**src/rtl/axi_pkg.sv**
```systemverilog
// Minimal AXI4 types and response codes shared by the protection-unit blocks.
package axi_pkg;

    typedef logic [7:0] len_t;

    localparam logic [1:0] RESP_OKAY   = 2'b00;
    localparam logic [1:0] RESP_EXOKAY = 2'b01;
    localparam logic [1:0] RESP_SLVERR = 2'b10;
    localparam logic [1:0] RESP_DECERR = 2'b11;

endpackage

```
**src/rtl/pu_pkg.sv**
```systemverilog
// Types for the deny responder: FSM states, default deny response, log record
// (the log record is only used when PU_DENY_LOG_EN is defined).
package pu_pkg;

    typedef enum logic [1:0] {
        W_IDLE  = 2'd0,
        W_DRAIN = 2'd1,
        W_RESP  = 2'd2
    } w_state_t;

    typedef enum logic {
        R_IDLE  = 1'b0,
        R_BURST = 1'b1
    } r_state_t;

    localparam logic [1:0] DENY_RESP_DEFAULT = axi_pkg::RESP_DECERR;

    // Log fields are sized for the widest supported bus; unused upper bits stay zero.
    localparam int LOG_ADDR_MAX = 64;
    localparam int LOG_ID_MAX   = 32;

    typedef struct packed {
        logic [31:0]             count;
        logic [LOG_ADDR_MAX-1:0] addr;
        logic [LOG_ID_MAX-1:0]   id;
        logic                    write;
    } deny_log_t;

    function automatic logic [31:0] sat_add(input logic [31:0] base, input logic [1:0] inc);
        logic [32:0] sum;
        sum = {1'b0, base} + {31'd0, inc};
        if (sum[32]) begin
            return 32'hFFFF_FFFF;
        end else begin
            return sum[31:0];
        end
    endfunction

endpackage

```
**src/rtl/pu_deny_log.sv**
```systemverilog
// Denied-transaction log: saturating handshake counter plus capture of the
// most recent denied address/ID/direction (write wins on a tie).
module pu_deny_log
    import pu_pkg::*;
#(
    parameter int ID_WIDTH   = 16,
    parameter int ADDR_WIDTH = 32
) (
    input  logic                  clk,
    input  logic                  rst_n,
    input  logic                  aw_hs,
    input  logic                  ar_hs,
    input  logic [ADDR_WIDTH-1:0] aw_addr,
    input  logic [ADDR_WIDTH-1:0] ar_addr,
    input  logic [ID_WIDTH-1:0]   aw_id,
    input  logic [ID_WIDTH-1:0]   ar_id,
    output deny_log_t             log_state
);

    logic [31:0]           count_r, count_s;
    logic [ADDR_WIDTH-1:0] addr_r, addr_s;
    logic [ID_WIDTH-1:0]   id_r, id_s;
    logic                  write_r, write_s;

    // Next log contents from this cycle's handshakes.
    always_comb begin
        count_s = sat_add(count_r, {1'b0, aw_hs} + {1'b0, ar_hs});
        addr_s  = addr_r;
        id_s    = id_r;
        write_s = write_r;
        if (aw_hs) begin
            addr_s  = aw_addr;
            id_s    = aw_id;
            write_s = 1'b1;
        end else if (ar_hs) begin
            addr_s  = ar_addr;
            id_s    = ar_id;
            write_s = 1'b0;
        end else begin
            write_s = write_r;
        end
    end

    // Log registers.
    always_ff @(posedge clk or negedge rst_n) begin
        if (!rst_n) begin
            count_r <= 32'd0;
            addr_r  <= {ADDR_WIDTH{1'b0}};
            id_r    <= {ID_WIDTH{1'b0}};
            write_r <= 1'b0;
        end else begin
            count_r <= count_s;
            addr_r  <= addr_s;
            id_r    <= id_s;
            write_r <= write_s;
        end
    end

    // Pack registered fields into the zero-extended log record.
    always_comb begin
        log_state                  = '0;
        log_state.count            = count_r;
        log_state.addr[ADDR_WIDTH-1:0] = addr_r;
        log_state.id[ID_WIDTH-1:0] = id_r;
        log_state.write            = write_r;
    end

endmodule

```
**src/rtl/pu_deny_responder.sv**
```systemverilog
// AXI4 terminating responder for denied transactions: drains writes and returns
// one error B, answers reads with LEN+1 error beats. Optional log: PU_DENY_LOG_EN.
module pu_deny_responder
    import pu_pkg::*;
#(
    parameter int         ID_WIDTH   = 16,
    parameter int         ADDR_WIDTH = 32,
    parameter int         DATA_WIDTH = 64,
    parameter logic [1:0] DENY_RESP  = DENY_RESP_DEFAULT
) (
    input  logic                  ACLK,
    input  logic                  ARESETN,
    input  logic                  S_AWVALID,
    output logic                  S_AWREADY,
    input  logic [ID_WIDTH-1:0]   S_AWID,
    input  logic                  S_WVALID,
    output logic                  S_WREADY,
    input  logic                  S_WLAST,
    output logic                  S_BVALID,
    input  logic                  S_BREADY,
    output logic [ID_WIDTH-1:0]   S_BID,
    output logic [1:0]            S_BRESP,
    input  logic                  S_ARVALID,
    output logic                  S_ARREADY,
    input  logic [ID_WIDTH-1:0]   S_ARID,
    input  axi_pkg::len_t         S_ARLEN,
    output logic                  S_RVALID,
    input  logic                  S_RREADY,
    output logic [ID_WIDTH-1:0]   S_RID,
    output logic [DATA_WIDTH-1:0] S_RDATA,
    output logic [1:0]            S_RRESP,
`ifdef PU_DENY_LOG_EN
    input  logic [ADDR_WIDTH-1:0] S_AWADDR,
    input  logic [ADDR_WIDTH-1:0] S_ARADDR,
    output logic [31:0]           DENY_COUNT,
    output logic [ADDR_WIDTH-1:0] LAST_DENY_ADDR,
    output logic [ID_WIDTH-1:0]   LAST_DENY_ID,
    output logic                  LAST_DENY_WRITE,
`endif
    output logic                  S_RLAST
);

    if (ADDR_WIDTH < 1 || ADDR_WIDTH > LOG_ADDR_MAX || ID_WIDTH < 1 || ID_WIDTH > LOG_ID_MAX) begin : g_bad_width
        $error("pu_deny_responder: unsupported ADDR_WIDTH/ID_WIDTH");
    end

    w_state_t            w_state_r, w_state_s;
    logic [ID_WIDTH-1:0] bid_r, bid_s;
    logic                awready_r, wready_r, bvalid_r;
    r_state_t            r_state_r, r_state_s;
    logic [ID_WIDTH-1:0] rid_r, rid_s;
    axi_pkg::len_t       r_len_r, r_len_s, r_cnt_r, r_cnt_s;
    logic                arready_r, rvalid_r, rlast_r;
    logic                aw_hs_s, w_hs_s, b_hs_s, ar_hs_s, r_hs_s;

    assign aw_hs_s = S_AWVALID & awready_r;
    assign w_hs_s  = S_WVALID & wready_r;
    assign b_hs_s  = bvalid_r & S_BREADY;
    assign ar_hs_s = S_ARVALID & arready_r;
    assign r_hs_s  = rvalid_r & S_RREADY;

    // Write FSM next state and ID capture.
    always_comb begin
        w_state_s = w_state_r;
        bid_s     = bid_r;
        case (w_state_r)
            W_IDLE: begin
                if (aw_hs_s) begin
                    w_state_s = W_DRAIN;
                    bid_s     = S_AWID;
                end else begin
                    w_state_s = W_IDLE;
                end
            end
            W_DRAIN: begin
                if (w_hs_s && S_WLAST) begin
                    w_state_s = W_RESP;
                end else begin
                    w_state_s = W_DRAIN;
                end
            end
            W_RESP: begin
                if (b_hs_s) begin
                    w_state_s = W_IDLE;
                end else begin
                    w_state_s = W_RESP;
                end
            end
            default: w_state_s = W_IDLE;
        endcase
    end

    // Read FSM next state, ID/LEN capture and beat counter.
    always_comb begin
        r_state_s = r_state_r;
        rid_s     = rid_r;
        r_len_s   = r_len_r;
        r_cnt_s   = r_cnt_r;
        case (r_state_r)
            R_IDLE: begin
                if (ar_hs_s) begin
                    r_state_s = R_BURST;
                    rid_s     = S_ARID;
                    r_len_s   = S_ARLEN;
                    r_cnt_s   = 8'd0;
                end else begin
                    r_state_s = R_IDLE;
                end
            end
            R_BURST: begin
                if (r_hs_s && rlast_r) begin
                    r_state_s = R_IDLE;
                end else if (r_hs_s) begin
                    r_cnt_s = r_cnt_r + 8'd1;
                end else begin
                    r_state_s = R_BURST;
                end
            end
            default: r_state_s = R_IDLE;
        endcase
    end

    // State and handshake-output registers; outputs are decoded from the next state
    // so READY/VALID/RLAST come straight from flops.
    always_ff @(posedge ACLK or negedge ARESETN) begin
        if (!ARESETN) begin
            w_state_r <= W_IDLE;
            bid_r     <= {ID_WIDTH{1'b0}};
            awready_r <= 1'b0;
            wready_r  <= 1'b0;
            bvalid_r  <= 1'b0;
            r_state_r <= R_IDLE;
            rid_r     <= {ID_WIDTH{1'b0}};
            r_len_r   <= 8'd0;
            r_cnt_r   <= 8'd0;
            arready_r <= 1'b0;
            rvalid_r  <= 1'b0;
            rlast_r   <= 1'b0;
        end else begin
            w_state_r <= w_state_s;
            bid_r     <= bid_s;
            awready_r <= (w_state_s == W_IDLE);
            wready_r  <= (w_state_s == W_DRAIN);
            bvalid_r  <= (w_state_s == W_RESP);
            r_state_r <= r_state_s;
            rid_r     <= rid_s;
            r_len_r   <= r_len_s;
            r_cnt_r   <= r_cnt_s;
            arready_r <= (r_state_s == R_IDLE);
            rvalid_r  <= (r_state_s == R_BURST);
            rlast_r   <= (r_state_s == R_BURST) && (r_cnt_s == r_len_s);
        end
    end

    assign S_AWREADY = awready_r;
    assign S_WREADY  = wready_r;
    assign S_BVALID  = bvalid_r;
    assign S_BID     = bid_r;
    assign S_BRESP   = DENY_RESP;
    assign S_ARREADY = arready_r;
    assign S_RVALID  = rvalid_r;
    assign S_RID     = rid_r;
    assign S_RDATA   = {DATA_WIDTH{1'b0}};
    assign S_RRESP   = DENY_RESP;
    assign S_RLAST   = rlast_r;

`ifdef PU_DENY_LOG_EN
    deny_log_t log_s;

    pu_deny_log #(
        .ID_WIDTH   (ID_WIDTH),
        .ADDR_WIDTH (ADDR_WIDTH)
    ) u_log (
        .clk       (ACLK),
        .rst_n     (ARESETN),
        .aw_hs     (aw_hs_s),
        .ar_hs     (ar_hs_s),
        .aw_addr   (S_AWADDR),
        .ar_addr   (S_ARADDR),
        .aw_id     (S_AWID),
        .ar_id     (S_ARID),
        .log_state (log_s)
    );

    assign DENY_COUNT      = log_s.count;
    assign LAST_DENY_ADDR  = log_s.addr[ADDR_WIDTH-1:0];
    assign LAST_DENY_ID    = log_s.id[ID_WIDTH-1:0];
    assign LAST_DENY_WRITE = log_s.write;
`endif

endmodule

```
**config.mk**
```make
export PLATFORM = sky130hd
export DESIGN_NAME = pu_deny_responder
export DESIGN_NICKNAME = d
export VERILOG_FILES = /design/src/rtl/axi_pkg.sv /design/src/rtl/pu_pkg.sv /design/src/rtl/pu_deny_log.sv /design/src/rtl/pu_deny_responder.sv
export SDC_FILE = /design/constraint.sdc
export NUM_CORES = 1
export LEC_CHECK = 0
export CAP_MARGIN = 20
export CORE_MARGIN = 10
export CORE_UTILIZATION = 43
export DETAILED_ROUTE_END_ITERATION = 7
export PLACE_DENSITY_LB_ADDON = 0.08
export SLEW_MARGIN = 40
export SYNTH_ARGS = -nofsm -noshare
export SYNTH_HDL_FRONTEND = slang
export SYNTH_HIERARCHICAL = 1
export SYNTH_SLANG_ARGS = --single-unit
```
**constraint.sdc**
```tcl
create_clock -name ACLK -period 4.45 [get_ports ACLK]
set_input_delay 0.89 -clock ACLK [delete_from_list [all_inputs] [get_ports ACLK]]
set_output_delay 0.89 -clock ACLK [all_outputs]
set_load 0.01 [all_outputs]
```
==> impl_metrics.yaml, run 1 <==
power_and_ir_drop:
  power.internal_mw: 1.423
  p_leak_nw: 1.760
  pwr-share-clk_pct: 13.0
  switching_share_pct: 35.31
  switchingPower_uw: 776.5
  ir_drop_v: 0.0002911
  cellPowerDensity_mw_per_mm2: 583.3
  p_seq_share_pct: 41.5
  combPwrFrac_pct: 45.5
job:
  max_cap_violations: 0
clock_network:
  cts_tree: "yes"
  clk_pin_slew_ns: 0.11
  cts_buffer_depth: 2
  ctsHoldBuffers: 0
  postCtsSetupBuffers: 0
  cts_root_buf: "clkbuf_8"
  post_cts_resized: 0
  cts_buffers: 5
  h-tree-depth: 2
  clock-sinks: 56
  clkLatencyLatePin_ns: 0.31
synthesis:
  yosysTopAreaCell: "dfrtp_1"
  synth_common_cells: "79 x nand2_1, 69 x buf_4, 56 x dfrtp_1"
  syn_area_mm2: 0.003005
  synth-seq-cells: 56
  synth_ff_type: "dfrtp_1"
  muxShareOfSynthArea_pct: 7.077
  netlist_top_cells_area: "dfrtp_1 47%, buf_4 17%, nand2_1 9.9%"
  synthCells: 306
  yosysMostFrequentCell: "nand2_1"
  ys_seq_area_share_pct: 46.63
  synth_top_area_share_pct: 46.63
  synthAdderAreaFrac_pct: 0.4163
  synth_top_family_by_area: "buffers and inverters"
  synth_compound_area_share_pct: 5.745
  async_flop_share_pct: 100.0
  synth_simple_gate_area_share_pct: 18.11
  synth-edff-count: 0
  synthXorXnorAreaFrac_pct: 2.623
  ys_warn_count: 6
  synth_cell_type_count: 45
  synth.avg_cell_area_um2: 9.822
routing:
  postRouteAntennaNets: 0
  wire_per_inst_um: 14.87
  vias: 2123
  drcViolationCount: 0
  dr_wl_met2_um: 3562
  wl_um: 7228
  top_layer: "met4"
  wl_met3_um: 570
  drt_iter0_drc: 66
  drt-met1-wl_um: 3043
  drt-pass1-iter-count: 4
  vias_per_cell: 4.368
timing:
  hold_viol: 0
  setup_violations: 0
  rsz0062_at_grt: "false"
  worst_pin_slew_ns: 0.7093
  skew_ns: 0.01261
  maxSlewViolCount: 0
  setup_tns_ns: 0
  max_freq_mhz: 379.7
  min_period_over_period_pct: 59.19
  max_slew_margin_pct: 52.71
  fin_crit_ns: 2.634
critical_path:
  crit_type: "primary input to flop"
  crit_family: "simple AND/OR/NAND/NOR gates"
  slowest_stage: "clkdlybuf4s50_1"
  cp_num_buf_inv: 1
  crit_fanout: 40
  cp-start-kind: "primary input"
  end_kind: "flop"
  crit_required_ns: 4.65
  worstPathArrival_ns: 2.84
  crit_chain: "clkdlybuf4s50_1 -> nand3b_4 -> mux2_2 -> or4_1 -> nand3_1 -> nor4_2"
  critPathMaxStageDelay_ns: 0.54
layout:
  fillers: 640
  area_growth_pct: 25.44
  regArea_mm2: 0.001401
  final_nets: 438
  multiInputGateArea_mm2: 0.001279
  fin_cells: 486
  n_antenna_cell: 0
  drive_above_1_share_pct: 10.26
global_routing:
  grtUsageTotal_pct: 12.66
  antenna_found_initial: 0
  grt_pass1_vias: 2107
  grt_overflow: 0
  grt_max_degree: 57
  grt_pass1_wl_um: 11400
placed_design:
  post-place-cells: 478
  dp_hpwl_um: 5697
  io_buffer_count: 85
  gp_congestion: 0.7706
floorplan:
  io_pins: 154
  initial_utilization_pct: 44.24
  coreArea_mm2: 0.006794
  dieArea_mm2: 0.01073
  die_height_um: 103.6
  fp-row-count: 30
  die_width_um: 103.6
hold_path:
  hp-class: "flop to flop"
outcome:
  status: "complete, no violations"
-- metal layers --
layer / vias up / GRT usage [%]
li1: 1045 / -
met1: 985 / 14.88
met2: 88 / 21.31
met3: 5 / 4.771
met4: 0 / 2.823
met5: - / 0
-- registers in the layout, indices dropped and copies added (netlist names) --
| signal | cells |
|---|---|
| S_WREADY | 1 |
| S_ARREADY | 1 |
| r_cnt_r | 8 |
| S_RID | 16 |
| S_AWREADY | 1 |
| r_len_r | 8 |
| S_RLAST | 1 |
| S_RVALID | 1 |
| S_BVALID | 1 |
| w_state_r | 2 |
| S_BID | 16 |
-- worst paths after layout --
path                             to  cells after the start  slack [ns]  startpoint
max                         S_RLAST                      6        1.82   S_ARVALID
max in group asynchronous  S_RID[9]                      2        3.27     ARESETN
max reg2reg                 S_RLAST                      5        2.22    S_RVALID
min reg2reg                S_RID[5]                      2        0.49    S_RID[5]
min                        S_RID[5]                      2        0.49    S_RID[5]
min in group asynchronous  S_RID[6]                      2        0.70     ARESETN
-- power groups by stage --
stage          Sequential [mW]  Combinational (mW)  Clock [mW]
2_1_floorplan            0.969               0.505           0
3_3_place_gp             0.920                1.01           0
3_5_place_dp             0.924                1.02           0
4_1_cts                  0.914                1.02       0.298
5_1_grt                  0.947                1.11       0.316
6_report                 0.912                1.00       0.285
-- kinds of logic (layout without fill, tap and decap cells) --
kind of cell             count (synthesis)  after routing
AO/OA/AOI/OAI                           24             24
XOR/XNOR                                 9              9
adder cells (fa/ha/maj)                  1              1
buffers and inverters                   81             99
flip-flops                              56             56
multiplexers                            19             19
other                                    2             68
AND/OR/NAND/NOR                        114            114
-- per-stage QoR --
stage                     power, mW  hold WS, ns  util (%)  setup WS [ns]  instance area (µm²)
final                         2.199       0.4877     55.49          1.816                 3770
after global routing          2.369       0.5233     55.49          1.734                 3770
after CTS                     2.235       0.4929     55.49          1.815                 3770
after detailed placement      1.947       0.4666     54.16          1.472                 3680
after global placement        1.928       0.4584     54.16          1.510                 3680
after floorplan               1.474       0.4618         -          2.336                 3253
-- layout make-up --
type                       count  area share (%)
tap                           96           3.186
timing repair buffer          88           23.03
clock buffer                   5           1.825
multi-input combinational    235           33.92
sequential                    56           37.17
inverter                       3          0.2987
clock inverter                 3          0.5642
-- worst min-delay path, delay by kind of cell (launching register included) --
| kind | cells | cell delay, ns |
|---|---|---|
| DFF | 1 | 0.35 |
| and+or+nand+nor | 2 | 0.11 |
-- cell usage in the layout (no fill, tap or decap), drive strengths merged, types with 3 or more instances in the layout --
cell,instances
mux2,18
nor2,8
conb,68
xnor2,7
clkdlybuf4s50,84
nor3,4
nand3,7
a31o,3
o21ai,6
dfrtp,56
clkbuf,5
buf,4
nand4,3
nand2,79
inv,4
Note: power is estimated with default switching activity, not from simulation.
==> run 2: changes to the inputs <==
--- a/config.mk
+++ b/config.mk
@@ -7,7 +7,7 @@
 export LEC_CHECK = 0
 export CAP_MARGIN = 20
 export CORE_MARGIN = 10
-export CORE_UTILIZATION = 43
+export CORE_UTILIZATION = 36
 export DETAILED_ROUTE_END_ITERATION = 7
 export PLACE_DENSITY_LB_ADDON = 0.08
 export SLEW_MARGIN = 40
==> constraint.sdc (replaced) <==
create_clock -name ACLK -period 2.3 [get_ports ACLK]
set_input_delay 0.46 -clock ACLK [delete_from_list [all_inputs] [get_ports ACLK]]
set_output_delay 0.46 -clock ACLK [all_outputs]
set_load 0.01 [all_outputs]
==> run 2 against run 1 <==
Highest routed layer unchanged. Count of clock-buffer cells in the layout unchanged. Worst hold slack worse by 0.35 ns. Clock power up 85%. Sequential cell count unchanged. Clock skew down 0.0078 ns. Power up 93%. Global-route usage down 1.6 points. Sequential share of layout area down 0.77 points. Critical path type is now flop to output port. Critical path depth down 5. Cell count up 3.5%.
==> impl_metrics.yaml, run 2 (same netlist as run 1, synthesis figures left out) <==
outcome:
  status: "complete, no violations"
routing:
  drcViolationCount: 0
  drt-pass1-iter-count: 4
  postRouteAntennaNets: 0
  vias: 2150
  vias_per_cell: 4.274
  wire_per_inst_um: 14.44
  drt_iter0_drc: 28
  wl_um: 7265
clock_network:
  cts_root_buf: "clkbuf_8"
  postCtsSetupBuffers: 0
  post_cts_resized: 0
  ctsHoldBuffers: 0
  h-tree-depth: 2
  clock-sinks: 56
  clkLatencyLatePin_ns: 0.30
  cts_buffer_depth: 2
  cts_buffers: 5
  cts_tree: "yes"
  clk_pin_slew_ns: 0.10
critical_path:
  worstPathArrival_ns: 1.54
  crit_chain: "clkdlybuf4s50_1"
  slowest_stage: "clkdlybuf4s50_1"
  crit_family: "buffers and inverters"
  cp-start-kind: "flop"
  crit_type: "flop to output port"
  cp_num_buf_inv: 1
  critPathMaxStageDelay_ns: 0.64
  crit_fanout: 10
  end_kind: "output port"
  crit_required_ns: 1.84
global_routing:
  grt_pass1_vias: 2117
  grtUsageTotal_pct: 11.01
  grt_max_degree: 57
  antenna_found_initial: 0
  grt_overflow: 0
  grt_pass1_wl_um: 11420
power_and_ir_drop:
  pwr-share-clk_pct: 12.4
  switchingPower_mw: 1.485
  combPwrFrac_pct: 46.1
  power.internal_mw: 2.770
  p_leak_nw: 1.799
  ir_drop_v: 0.0003839
  switching_share_pct: 34.90
  p_seq_share_pct: 41.5
  cellPowerDensity_mw_per_mm2: 1105
  power.total_mw: 4.255
placed_design:
  gp_congestion: 0.8139
  io_buffer_count: 85
  dp_hpwl_um: 5677
  post-place-cells: 496
job:
  max_cap_violations: 0
timing:
  maxSlewViolCount: 0
  setup_tns_ns: 0
  min_period_over_period_pct: 87.08
  max_freq_mhz: 499.3
  setup_violations: 0
  fin_crit_ns: 2.003
  hold_viol: 0
  skew_ns: 0.004788
  rsz0062_at_grt: "false"
layout:
  drive_above_1_share_pct: 11.81
  n_antenna_cell: 0
  layout.cells.most_common: "clkdlybuf4s50_1"
  fillers: 807
  final_nets: 447
  area_growth_pct: 28.10
  regArea_mm2: 0.001401
  multiInputGateArea_mm2: 0.001276
  fin_cells: 503
  layout_common_cells: "84 x clkdlybuf4s50_1, 79 x nand2_1, 68 x conb_1"
floorplan:
  die_height_um: 111.4
  die_width_um: 111.4
  io_pins: 154
  initial_utilization_pct: 36.76
  fp-row-count: 33
  dieArea_mm2: 0.01240
  coreArea_mm2: 0.008175
hold_path:
  hp-class: "primary input to async pin"
==> run 2: cell types whose count changed in the layout (fill, tap and decap cells not counted) <==
cell and delta:
buf_12 +1, buf_4 +8, inv_6 -1, nor2_1 +1, nor2_2 -1
==> run 2: layer usage <==
metal	wire (µm)	GRT usage [%]	vias up	part of all wire (%)
met5	0	0	-	0
met4	51	2.828	0	0.70
met3	652	4.724	4	9.0
met1	3047	13.04	992	42
met2	3515	17.98	95	48
li1	-	-	1059	-
==> run 2: cell type report <==
cell class / count / share of cell area (%)
Inverter: 3 / 0.2925
Timing Repair Buffer: 97 / 24.63
Sequential cell: 56 / 36.40
Clock inverter: 2 / 0.3250
Multi-Input combinational cell: 235 / 33.15
Tap cell: 105 / 3.412
Clock buffer: 5 / 1.787
==> run 2: through the flow <==
step                cell area, µm²  util (%)  setup WS [ns]  hold WS [ns]
floorplan                     3253         -         0.5117        0.1644
global placement              3769     46.10        0.05157        0.4570
detailed placement            3769     46.10     -0.0008515        0.4627
CTS                           3850     47.09         0.2746        0.1441
global route                  3850     47.09         0.1737        0.1492
finish                        3850     47.09         0.2971        0.1397
==> run 2: final timing paths <==
check	depth (start not counted)	slack, ns	end	startpoint
setup / recovery	1	0.30	S_RVALID	S_RVALID
hold / removal	2	0.14	S_RID[5]	ARESETN
setup reg to reg	5	0.39	S_RLAST	S_RVALID
hold reg to reg	2	0.48	S_RID[5]	S_RID[5]
max in group asynchronous	2	1.91	S_BID[12]	ARESETN
min in group ACLK	2	0.48	S_RID[5]	S_RID[5]
==> run 2: worst register-to-register path: stages, from the launching register on <==
cell      delay, ns
dfrtp_1        0.60
nand3b_4       0.27
mux2_2         0.37
or4_1          0.41
nand3_1        0.11
nor4_2         0.05
==> run 2: power by group through the flow <==
stage	registers [mW]	logic (mW)	clock network (mW)
final	1.77	1.96	0.528
after global routing	1.83	2.14	0.600
after CTS	1.77	2.00	0.562
after detailed placement	1.78	2.00	0
after global placement	1.77	1.99	0
after floorplan	1.87	0.978	0
==> run 3: changes to the inputs <==
--- a/config.mk
+++ b/config.mk
@@ -7,8 +7,9 @@
 export LEC_CHECK = 0
 export CAP_MARGIN = 20
 export CORE_MARGIN = 10
-export CORE_UTILIZATION = 36
+export CORE_UTILIZATION = 40
 export DETAILED_ROUTE_END_ITERATION = 7
+export GPL_ROUTABILITY_DRIVEN = 0
 export PLACE_DENSITY_LB_ADDON = 0.08
 export SLEW_MARGIN = 40
 export SYNTH_ARGS = -nofsm -noshare
==> constraint.sdc (replaced) <==
create_clock -name ACLK -period 2 [get_ports ACLK]
set_input_delay 0.4 -clock ACLK [delete_from_list [all_inputs] [get_ports ACLK]]
set_output_delay 0.4 -clock ACLK [all_outputs]
set_load 0.01 [all_outputs]
==> run 3 against run 2 <==
First-iteration DRC count increased by 43%. Register-to-register slack got worse by 0.25 ns. Die area decreased by 8.2%. Global-route usage increased by 1.3 points. Power increased by 18%. Cell count increased by 0.60%. Largest power group unchanged. Non-clock buffer count increased by 8. Combinational power increased by 20%. Critical path type unchanged. Setup slack got worse by 0.18 ns. Via count increased by 2.0%. Sequential share of layout area decreased by 0.88 points.
==> impl_metrics.yaml, run 3 (same netlist as run 1, synthesis figures left out) <==
critical_path:
  critPathMaxStageDelay_ns: 0.62
  worstPathArrival_ns: 1.48
  crit_required_ns: 1.60
  r2r-end: "S_RLAST"
  crit_type: "flop to output port"
  slowest_stage: "clkdlybuf4s50_1"
  crit_family: "buffers and inverters"
  r2r_start: "S_RVALID"
  cp_num_buf_inv: 1
  crit_chain: "clkdlybuf4s50_1"
  crit_fanout: 7
  worst-r2r-cell-count: 5
  r2r_slack_ns: 0.14
  end_kind: "output port"
  cp-start-kind: "flop"
clock_network:
  h-tree-depth: 2
  cts_root_buf: "clkbuf_8"
  cts_buffers: 5
  postCtsSetupBuffers: 0
  cts_tree: "yes"
  cts_buffer_depth: 2
  clkLatencyLatePin_ns: 0.30
  clock-sinks: 56
  clk_pin_slew_ns: 0.10
power_and_ir_drop:
  combPwrFrac_pct: 47.0
  p_leak_nw: 1.854
  power.internal_mw: 3.285
  ir_drop_v: 0.0004853
  p_seq_share_pct: 40.1
  power.total_mw: 5.013
  switching_share_pct: 34.47
  pwr-share-clk_pct: 12.9
  switchingPower_mw: 1.728
  cellPowerDensity_mw_per_mm2: 1271
layout:
  area_growth_pct: 31.27
  layout_common_cells: "83 x clkdlybuf4s50_1, 79 x nand2_1, 68 x conb_1"
  drive_above_1_share_pct: 13.27
  n_antenna_cell: 0
  layout.cells.most_common: "clkdlybuf4s50_1"
  multiInputGateArea_mm2: 0.001276
  fin_area_mm2: 0.003945
  fin_util_pct: 54.10
  fillers: 696
  final_nets: 455
  regArea_mm2: 0.001401
  fin_cells: 506
timing:
  setup_tns_ns: 0
  maxSlewViolCount: 0
  max_freq_mhz: 531.5
  setup_violations: 0
  min_period_over_period_pct: 94.06
  fin_crit_ns: 1.881
  skew_ns: 0.002274
  rsz0062_at_grt: "false"
  hold_viol: 0
routing:
  drt_iter0_drc: 40
  vias: 2194
  postRouteAntennaNets: 0
  vias_per_cell: 4.336
  wire_per_inst_um: 14.31
  drcViolationCount: 0
  drt-pass1-iter-count: 4
  wl_um: 7242
floorplan:
  die_width_um: 106.7
  fp-row-count: 31
  die_height_um: 106.7
  coreArea_mm2: 0.007292
  dieArea_mm2: 0.01138
  io_pins: 154
  initial_utilization_pct: 41.21
placed_design:
  dp_hpwl_um: 5797
  post-place-cells: 497
  io_buffer_count: 85
  place_area_mm2: 0.003839
global_routing:
  grt_max_degree: 45
  grt_overflow: 0
  antenna_found_initial: 0
  grtUsageTotal_pct: 12.32
  grt_pass1_wl_um: 11640
  grt_pass1_vias: 2294
hold_path:
  holdPathStages: 2
  hold_end: "S_RID[2]"
  min_from: "S_RID[2]"
  hp-class: "flop to flop"
job:
  max_cap_violations: 0
outcome:
  status: "complete, no violations"
## run 3: final cells by class
type / instances / share of cell area [%]
Multi-Input combinational cell: 235 / 32.35
Sequential cell: 56 / 35.52
Tap cell: 99 / 3.140
Clock buffer: 7 / 2.188
Timing Repair Buffer: 105 / 26.32
Clock inverter: 1 / 0.1903
Inverter: 3 / 0.2854
## run 3: metal layers
layer / share of wire (%) / vias to the layer above / GRT usage [%]
met5: 0 / - / 0
met4: 0.39 / 0 / 2.611
met3: 9.8 / 3 / 5.389
met2: 48 / 87 / 21.29
met1: 42 / 1026 / 13.74
li1: - / 1078 / -
## run 3: what timing repair did
action                                 4_1_cts  5_1_grt
setup endpoints to repair                    0        1
gates resized for setup                      0        1
hold buffers                                 1        0
endpoints found under the hold margin       12        0
## run 3: per-stage QoR
stage	worst slack, ns	hold WS, ns
final	0.1187	0.4808
after global routing	0.01526	0.5025
after CTS	0.09043	0.4869
after detailed placement	-0.2244	0.3200
after global placement	-0.1762	0.3160
after floorplan	0.2117	0.1044
## run 3: worst max-delay path by stage
stage               slack [ns]  cells after the start        to       start
finish                    0.12                      1  S_RVALID    S_RVALID
detailed placement       -0.22                      7   S_RLAST    S_RREADY
global placement         -0.18                      7   S_RLAST    S_RREADY
floorplan                 0.21                      7   S_RLAST    S_RVALID
CTS                       0.09                      7   S_RLAST    S_RREADY
global route              0.02                      6   S_RLAST  r_cnt_r[0]
## run 3: power by group through the flow
stage	logic [mW]	clock network (mW)	registers, mW
2_1_floorplan	1.12	0	2.16
3_3_place_gp	2.37	0	2.01
3_5_place_dp	2.39	0	2.03
4_1_cts	2.40	0.671	2.01
5_1_grt	2.60	0.723	2.08
6_report	2.36	0.648	2.01
## run 3: tightest hold or removal path: stages, from the launching register on
cell and delay, ns:
dfrtp_1 0.35, nand2_1 0.05, nand2_1 0.05
